--- src/rtl/riscv_pkg.sv ---
// Shared types and encodings for the multicycle RV32I core:
// FSM states, opcodes, ALU codes, immediate formats, mux selects.
package riscv_pkg;

  typedef enum logic [3:0] {
    S_FETCH    = 4'd0,
    S_DECODE   = 4'd1,
    S_MEMADR   = 4'd2,
    S_MEMREAD  = 4'd3,
    S_MEMWB    = 4'd4,
    S_MEMWRITE = 4'd5,
    S_EXECR    = 4'd6,
    S_EXECI    = 4'd7,
    S_ALUWB    = 4'd8,
    S_BEQ      = 4'd9,
    S_JAL      = 4'd10
  } state_t;

  localparam logic [6:0] OP_LW  = 7'b0000011;
  localparam logic [6:0] OP_SW  = 7'b0100011;
  localparam logic [6:0] OP_R   = 7'b0110011;
  localparam logic [6:0] OP_I   = 7'b0010011;
  localparam logic [6:0] OP_BEQ = 7'b1100011;
  localparam logic [6:0] OP_JAL = 7'b1101111;

  localparam logic [1:0] ALUOP_ADD = 2'b00;
  localparam logic [1:0] ALUOP_SUB = 2'b01;
  localparam logic [1:0] ALUOP_FN  = 2'b10;

  localparam logic [2:0] ALU_ADD = 3'b000;
  localparam logic [2:0] ALU_SUB = 3'b001;
  localparam logic [2:0] ALU_AND = 3'b010;
  localparam logic [2:0] ALU_OR  = 3'b011;
  localparam logic [2:0] ALU_SLT = 3'b101;

  localparam logic [1:0] IMM_I = 2'b00;
  localparam logic [1:0] IMM_S = 2'b01;
  localparam logic [1:0] IMM_B = 2'b10;
  localparam logic [1:0] IMM_J = 2'b11;

  localparam logic [1:0] SRCA_PC    = 2'b00;
  localparam logic [1:0] SRCA_OLDPC = 2'b01;
  localparam logic [1:0] SRCA_RS1   = 2'b10;

  localparam logic [1:0] SRCB_RS2 = 2'b00;
  localparam logic [1:0] SRCB_IMM = 2'b01;
  localparam logic [1:0] SRCB_4   = 2'b10;

  localparam logic [1:0] RES_ALUOUT = 2'b00;
  localparam logic [1:0] RES_DATA   = 2'b01;
  localparam logic [1:0] RES_ALURES = 2'b10;

endpackage

--- src/rtl/aludec.sv ---
// ALU function decode from ALUOp and instruction fields.
// Subtract only for R-type with funct7b5 set; I-type never subtracts.
module aludec
  import riscv_pkg::*;
(
  input  logic [1:0] alu_op,
  input  logic [2:0] funct3,
  input  logic       op5,
  input  logic       funct7b5,
  output logic [2:0] alu_control
);

  always_comb begin
    alu_control = ALU_ADD;
    case (alu_op)
      ALUOP_SUB: alu_control = ALU_SUB;
      ALUOP_FN: begin
        case (funct3)
          3'b000: begin
            if (op5 && funct7b5) alu_control = ALU_SUB;
          end
          3'b010:  alu_control = ALU_SLT;
          3'b110:  alu_control = ALU_OR;
          3'b111:  alu_control = ALU_AND;
          default: alu_control = ALU_ADD;
        endcase
      end
      default: alu_control = ALU_ADD;
    endcase
  end

endmodule

--- src/rtl/multicycle_ctrl.sv ---
// Moore FSM sequencing the multicycle RV32I datapath.
// immSrc decodes straight from op, independent of state.
module multicycle_ctrl
  import riscv_pkg::*;
(
  input  logic       clk,
  input  logic       reset,
  input  logic [6:0] op,
  input  logic [2:0] funct3,
  input  logic       funct7b5,
  input  logic       zero,
  output logic [1:0] immSrc,
  output logic [1:0] ALUSrcA,
  output logic [1:0] ALUSrcB,
  output logic [1:0] ResultSrc,
  output logic       AdrSrc,
  output logic [2:0] ALUControl,
  output logic       IRWrite,
  output logic       PCWrite,
  output logic       RegWrite,
  output logic       MemWrite,
  output logic [3:0] stateDbg
);

  state_t     state_q, state_d;
  logic [1:0] alu_op;
  logic       pc_update;
  logic       branch;

  always_ff @(posedge clk) begin
    if (reset) state_q <= S_FETCH;
    else       state_q <= state_d;
  end

  always_comb begin
    state_d   = S_FETCH;
    alu_op    = ALUOP_ADD;
    ALUSrcA   = SRCA_PC;
    ALUSrcB   = SRCB_RS2;
    ResultSrc = RES_ALUOUT;
    AdrSrc    = 1'b0;
    IRWrite   = 1'b0;
    pc_update = 1'b0;
    branch    = 1'b0;
    RegWrite  = 1'b0;
    MemWrite  = 1'b0;
    case (state_q)
      S_FETCH: begin
        IRWrite   = 1'b1;
        ALUSrcB   = SRCB_4;
        ResultSrc = RES_ALURES;
        pc_update = 1'b1;
        state_d   = S_DECODE;
      end
      S_DECODE: begin
        ALUSrcA = SRCA_OLDPC;
        ALUSrcB = SRCB_IMM;
        unique case (1'b1)
          (op == OP_LW),
          (op == OP_SW):  state_d = S_MEMADR;
          (op == OP_R):   state_d = S_EXECR;
          (op == OP_I):   state_d = S_EXECI;
          (op == OP_BEQ): state_d = S_BEQ;
          (op == OP_JAL): state_d = S_JAL;
          default:        state_d = S_FETCH;
        endcase
      end
      S_MEMADR: begin
        ALUSrcA = SRCA_RS1;
        ALUSrcB = SRCB_IMM;
        state_d = op[5] ? S_MEMWRITE : S_MEMREAD;
      end
      S_MEMREAD: begin
        AdrSrc  = 1'b1;
        state_d = S_MEMWB;
      end
      S_MEMWB: begin
        ResultSrc = RES_DATA;
        RegWrite  = 1'b1;
      end
      S_MEMWRITE: begin
        AdrSrc   = 1'b1;
        MemWrite = 1'b1;
      end
      S_EXECR: begin
        ALUSrcA = SRCA_RS1;
        alu_op  = ALUOP_FN;
        state_d = S_ALUWB;
      end
      S_EXECI: begin
        ALUSrcA = SRCA_RS1;
        ALUSrcB = SRCB_IMM;
        alu_op  = ALUOP_FN;
        state_d = S_ALUWB;
      end
      S_ALUWB: RegWrite = 1'b1;
      S_BEQ: begin
        ALUSrcA = SRCA_RS1;
        alu_op  = ALUOP_SUB;
        branch  = 1'b1;
      end
      S_JAL: begin
        ALUSrcA   = SRCA_OLDPC;
        ALUSrcB   = SRCB_4;
        pc_update = 1'b1;
        state_d   = S_ALUWB;
      end
      default: state_d = S_FETCH;
    endcase
  end

  always_comb begin
    immSrc = IMM_I;
    unique case (1'b1)
      (op == OP_SW):  immSrc = IMM_S;
      (op == OP_BEQ): immSrc = IMM_B;
      (op == OP_JAL): immSrc = IMM_J;
      default:        immSrc = IMM_I;
    endcase
  end

  aludec u_aludec (
    .alu_op      (alu_op),
    .funct3      (funct3),
    .op5         (op[5]),
    .funct7b5    (funct7b5),
    .alu_control (ALUControl)
  );

  assign PCWrite  = pc_update | (branch & zero);
  assign stateDbg = state_q;

endmodule

--- config.mk ---
export PLATFORM = sky130hd
export DESIGN_NAME = multicycle_ctrl
export DESIGN_NICKNAME = d
export VERILOG_FILES = /design/src/rtl/riscv_pkg.sv /design/src/rtl/aludec.sv /design/src/rtl/multicycle_ctrl.sv
export SDC_FILE = /design/constraint.sdc
export NUM_CORES = 1
export LEC_CHECK = 0
export ABC_AREA = 1
export BUFFER_PORTS_ARGS = -buffer_cell sky130_fd_sc_hd__buf_4
export CORE_AREA = 10 10 47 49
export CTS_BUF_LIST = sky130_fd_sc_hd__clkbuf_4 sky130_fd_sc_hd__clkbuf_8
export DETAILED_ROUTE_END_ITERATION = 10
export DIE_AREA = 0 0 57 59
export GPL_ROUTABILITY_DRIVEN = 0
export PLACE_DENSITY = 0.8
export REMOVE_ABC_BUFFERS = 1
export SLEW_MARGIN = 30
export SYNTH_ARGS = -nofsm -noshare
export SYNTH_HDL_FRONTEND = slang
export SYNTH_SLANG_ARGS = --single-unit
--- constraint.sdc ---
create_clock -name clk -period 1.41 [get_ports clk]
set_clock_uncertainty 0.2 [all_clocks]
set_input_delay 0.141 -clock clk [delete_from_list [all_inputs] [get_ports clk]]
set_output_delay 0.141 -clock clk [all_outputs]
set_load 0.05 [all_outputs]
* After elaboration in Yosys (flattened, before gate mapping)
Cells that the tools add are included.
** Storage, ports and cells
- Register bits after elaboration :: 4
- Input bits :: 14
- Output and inout bits :: 20
** Operators by class
- Eq/ne operators :: 21
- Muxes and demuxes :: 17
- Bitwise gates (word level) :: 2
- Reduce and logical (&&, ||, !) cells :: 12
** Operators by type and width (number)
- case mux 4 bit (5 select lines) :: 2
- equality test 4 x 3 -> 1 bit, second input constant :: 4
- case mux 2 bit (2 select lines) :: 4
- equality test 7 x 6 -> 1 bit, second input constant :: 2
- equality test 7 bit, second input constant :: 2
- equality test 4 bit, second input constant :: 3
- case mux 3 bit (4 select lines) :: 1
- OR reduction 2 bit :: 6
- equality test 4 x 2 -> 1 bit, second input constant :: 2
- equality test 7 x 2 -> 1 bit, second input constant :: 1
- equality test 7 x 5 -> 1 bit, second input constant :: 1
- two-way mux 1 bit :: 7
- equality test 3 bit, second input constant :: 2
- case mux 2 bit (3 select lines) :: 1
- case mux 3 bit (2 select lines) :: 1
- OR reduction 3 bit :: 2
- equality test 4 x 1 -> 1 bit, second input constant :: 1
- logical NOT 4 bit :: 1
- OR reduction 4 bit :: 1
- equality test 3 x 2 -> 1 bit, second input constant :: 1
- logical NOT 3 bit :: 1
- two-way mux 3 bit :: 1
- equality test 2 x 1 -> 1 bit, second input constant :: 1
- equality test 2 bit, second input constant :: 1
- other kinds (3) :: 3

* Longest topological paths before layout
- Depth after elaboration :: 5
- Depth in mapped cells :: 8
- Gate-level depth less buffers :: 8

* Modules after synthesis
From an unflattened synthesis, not the netlist that was laid out.
** Second synthesis, totals
- Cell total of the unflattened synthesis :: 91
- Area total of the unflattened synthesis :: 496.7 sq um
** By module, submodules not included
- multicycle_ctrl :: times used 1, cells each 74, area each 405.4 sq um, seq. area each 80.1 sq um
- aludec :: times used 1, cells each 17, area each 91.3 sq um, seq. area each 0.0 sq um

* Worst setup path after synthesis
Ideal clock, no wire load.
- Path type :: register to output
- From :: register state_q[2], in the netlist stateDbg[2]
- To :: output port ALUControl[2]
- Arrival :: 2924 ps
- Data required time :: 1069 ps
- Slack :: -1855 ps
- Cell stages (with the launch flop) :: 6
- Buffers on the path :: 0
- Cell sequence :: dfxtp_1 -> nand2_1 -> nor2_1 -> inv_1 -> ha_1 -> nor4_1
** On the way
- Word-level cells in the longest chain between the ends :: 5
** RTL lines
- from (decl) :: RTL line multicycle_ctrl.sv:25 : state_t state_q, state_d;
- from (signal assigned) :: RTL line multicycle_ctrl.sv:32 : else state_q <= state_d;
- equality test 4 x 3 -> 1 bit :: RTL line multicycle_ctrl.sv:47 : case (state_q)
- OR reduction 2 bit (no source line)
- case mux 2 bit (2 select lines) (*) :: RTL line multicycle_ctrl.sv:47
- equality test 2 bit / equality test 2 x 1 -> 1 bit (equally long branches) :: RTL line aludec.sv:15 : case (alu_op)
- case mux 3 bit (2 select lines) (*) :: RTL line aludec.sv:15
- to (decl) :: RTL line multicycle_ctrl.sv:17 : output logic [2:0] ALUControl,
Every way passes the cells marked *; elsewhere a longest branch is shown, timed or not.

* Final worst setup path
- From :: register state_q[3], in the netlist stateDbg[3]
- To :: output port ALUControl[0]
The elaborated chain is that of the path after synthesis.

==> results.md <==
- Avg WL per Cell: 18.12 µm
- Compound-Gate Fraction of Synth Area: 0.1216
- Clk root buf: clkbuf_4
- Yosys top cell area share: 0.1784
- Worst r2r path cells: 9
- Area growth syn-to-layout: 175.9%
- Max reg flops: 4
- Crit path launch: stateDbg[3]$_SDFF_PP0_
- First-pass GRT wire length: 3.767 mm
- Fmax: 474.6 MHz
- Multi-input gate area: 518.0 µm²
- Data arrival time of the worst path: 1.77 ns
- Chip width: 57 µm
- DR vias: 828
- Sequential element share of the synthesized area: 0.1730
- Final worst path period need: 2.107 ns
- Storage cell area: 90.09 µm²
- Final Hold Viols: 0
- # setup viols final: 19
- FILL cells: 54
- CTS clk-pin slew, worst paths: 0.04 ns
- CP max FO: 3
- Inst Count DP: 150
- Count leader, synth: nand2_1
- DRC errors left: 0
- Fraction of layout cells with a size suffix above 1: 0.7551
- TritonCTS clock tree: yes
- CTS buffer count: 3
- Most common flop cell mapped by yosys: dfxtp_1
- Post-synthesis cell count: 87
- Worst hold slack: 0.03157 ns
- Core region area: 1401 µm²
- Initial antenna violation count: 0
- Synth cell types: 16
- CTS Sinks: 4
- Mapped Area: 462.9 µm²
- Adder-cell share of the synthesized area: 0.05405
- Syn. warnings: 0
- Largest net degree at the start of global routing: 6
- Setup slack, reg-to-reg: -0.07 ns
- RSZ-0062 raised after global routing: yes
- Vias per Instance: 5.080
- Failing checks: negative setup slack
- RR Endpoint: stateDbg[3]$_SDFF_PP0_
- GRT Overall Usage: 0.1348
- EDFF count, synth: 0
- Worst Tran Pin Value: 0.2572 ns
- Top Ports: 34
- Die Y: 59 µm
- Hold path endpoint: stateDbg[1]$_SDFF_PP0_
- PortBufs: 33
- Non-filler cells, final: 163
- Global route overflow: 0
- Post-route ant nets: 0
- Type of the tightest min-delay check: in -> reg
- Yosys top cell by area: nand2_1
- Tcrit/Tclk final: 1.494
- Worst VDD drop: 0.0003679 V
- Dpl hpwl: 1.392 mm
- Die Area: 3363 µm²
- Post-layout net count: 165
- Final slew viol count: 0
- Status: complete, but fails checks
- Maxcap violations: 0
- Reg2reg start: stateDbg[1]$_SDFF_PP0_
- Fin Setup TNS: -5.055 ns
- Synthesized flop and latch total: 4
- WP data required: 1.07 ns
- WL final: 2.954 mm
- Vias in the first global route: 850
- Clk_lat worst skew: 0.24 ns
- Syn_area_per_cell: 5.321 µm²
- Post-synth top cells: nand2_1, inv_1, nor2_1, a21oi_1, nand3_1
- Cell row count: 14
- Critical path class: reg -> out
- Top post-synthesis cells by area: nand2_1, dfxtp_1, inv_1
- Clk buf depth: 2
- Critical Path Sink Type: output port
- Simple-gate portion of the synthesized area: 0.4811
- Setup ws final: -0.6970 ns
- Initial core utilization: 0.3304
- Worst hold path stage count: 4
- Startpoint Class: register
- Hold Crit Start: op[5]
- Largest family of logic cells by synthesized area: simple AND/OR/NAND/NOR gates
- Rel. slew slack: 0.8278
- Drt initial violations: 16
- H-tree level count: 1
- Post-synth ARST share: 0
- Final Util: 0.9116
- ANT cells: 0
- XOR/XNOR share of the synthesized area: 0
- Pwr dens: 419.3 nW/µm²
- Mux contribution to synthesized area: 0
- Leakage: 0.6022 nW
- DRT Pass-1 Iters: 4
==> worst max-delay path: stages (launching register included) <==
cell,delay (ns)
dfxtp_2,0.33
inv_4,0.08
nand2_4,0.06
nor2_4,0.10
buf_6,0.12
ha_4,0.14
nand2_4,0.06
nor2_4,0.10
nor2_2,0.06
a21oi_1,0.23
buf_4,0.25
==> logic make-up (layout without fill, tap and decap cells) <==
| group | Yosys count | after routing |
|---|---|---|
| DFF | 4 | 4 |
| buffers and inverters | 20 | 80 |
| and+or+nand+nor | 51 | 51 |
| adders and majority gates | 2 | 2 |
| AOI/OAI and AO/OA | 10 | 10 |
==> worst max-delay path by stage <==
| stage | slack, ns | to |
|---|---|---|
| after detailed placement | -0.43 | ALUControl[2] |
| after floorplan | -1.85 | ALUControl[2] |
| after CTS | -0.51 | ALUControl[0] |
| after global placement | -0.38 | ALUControl[2] |
| final | -0.70 | ALUControl[0] |
| after global routing | -0.76 | ALUControl[0] |
==> layout make-up <==
| class | count | area share |
|---|---|---|
| Timing Repair Buffer | 58 | 0.4251 |
| Multi-Input combinational cell | 63 | 0.4055 |
| Sequential cell | 4 | 0.07052 |
| Inverter | 19 | 0.06562 |
| Clock buffer | 3 | 0.01763 |
| Tap cell | 16 | 0.01567 |
==> placed cells by master, fill, tap and decap left out, drive strengths merged, types with 2 or more instances in the layout <==
master  synthesis  final
a21oi           7      7
buf             1     57
clkbuf          0      3
dfxtp           4      4
ha              2      2
inv            19     19
nand2          22     22
nand3           6      6
nor2           20     20
o211ai          2      2
==> routing by layer <==
layer | global-route usage | share of wire | up-vias
met5 | 0 | 0 | -
met4 | 0.04027 | 0.033 | 0
met3 | 0.03648 | 0.063 | 10
met2 | 0.2527 | 0.54 | 50
met1 | 0.1425 | 0.37 | 376
li1 | - | - | 392
==> metrics by stage <==
| step | power, mW | area (µm²) | setup WS, ns |
|---|---|---|---|
| global placement | 0.3072 | 835.8 | -0.3823 |
| floorplan | 0.2278 | 455.4 | -1.855 |
| CTS | 0.4991 | 1135 | -0.5118 |
| finish | 0.5357 | 1277 | -0.6970 |
| global route | 0.5558 | 1277 | -0.7571 |
| detailed placement | 0.3096 | 835.8 | -0.4265 |
==> what timing repair did <==
| item | CTS | global route |
|---|---|---|
| resized for setup | 68 | 30 |
| hold buffers | 1 | 0 |
| buffers inserted | 6 | 7 |
| endpoints found under the setup margin | 15 | 18 |
| endpoints found under the hold margin | 4 | 0 |
| pin swaps | 12 | 15 |
==> power breakdown <==
group | switching [mW] | internal, mW | total, mW
registers | 0.00320 | 0.113 | 0.117
logic | 0.160 | 0.108 | 0.267
clock network | 0.0559 | 0.0958 | 0.152
Power figures use the tool's default switching activity.
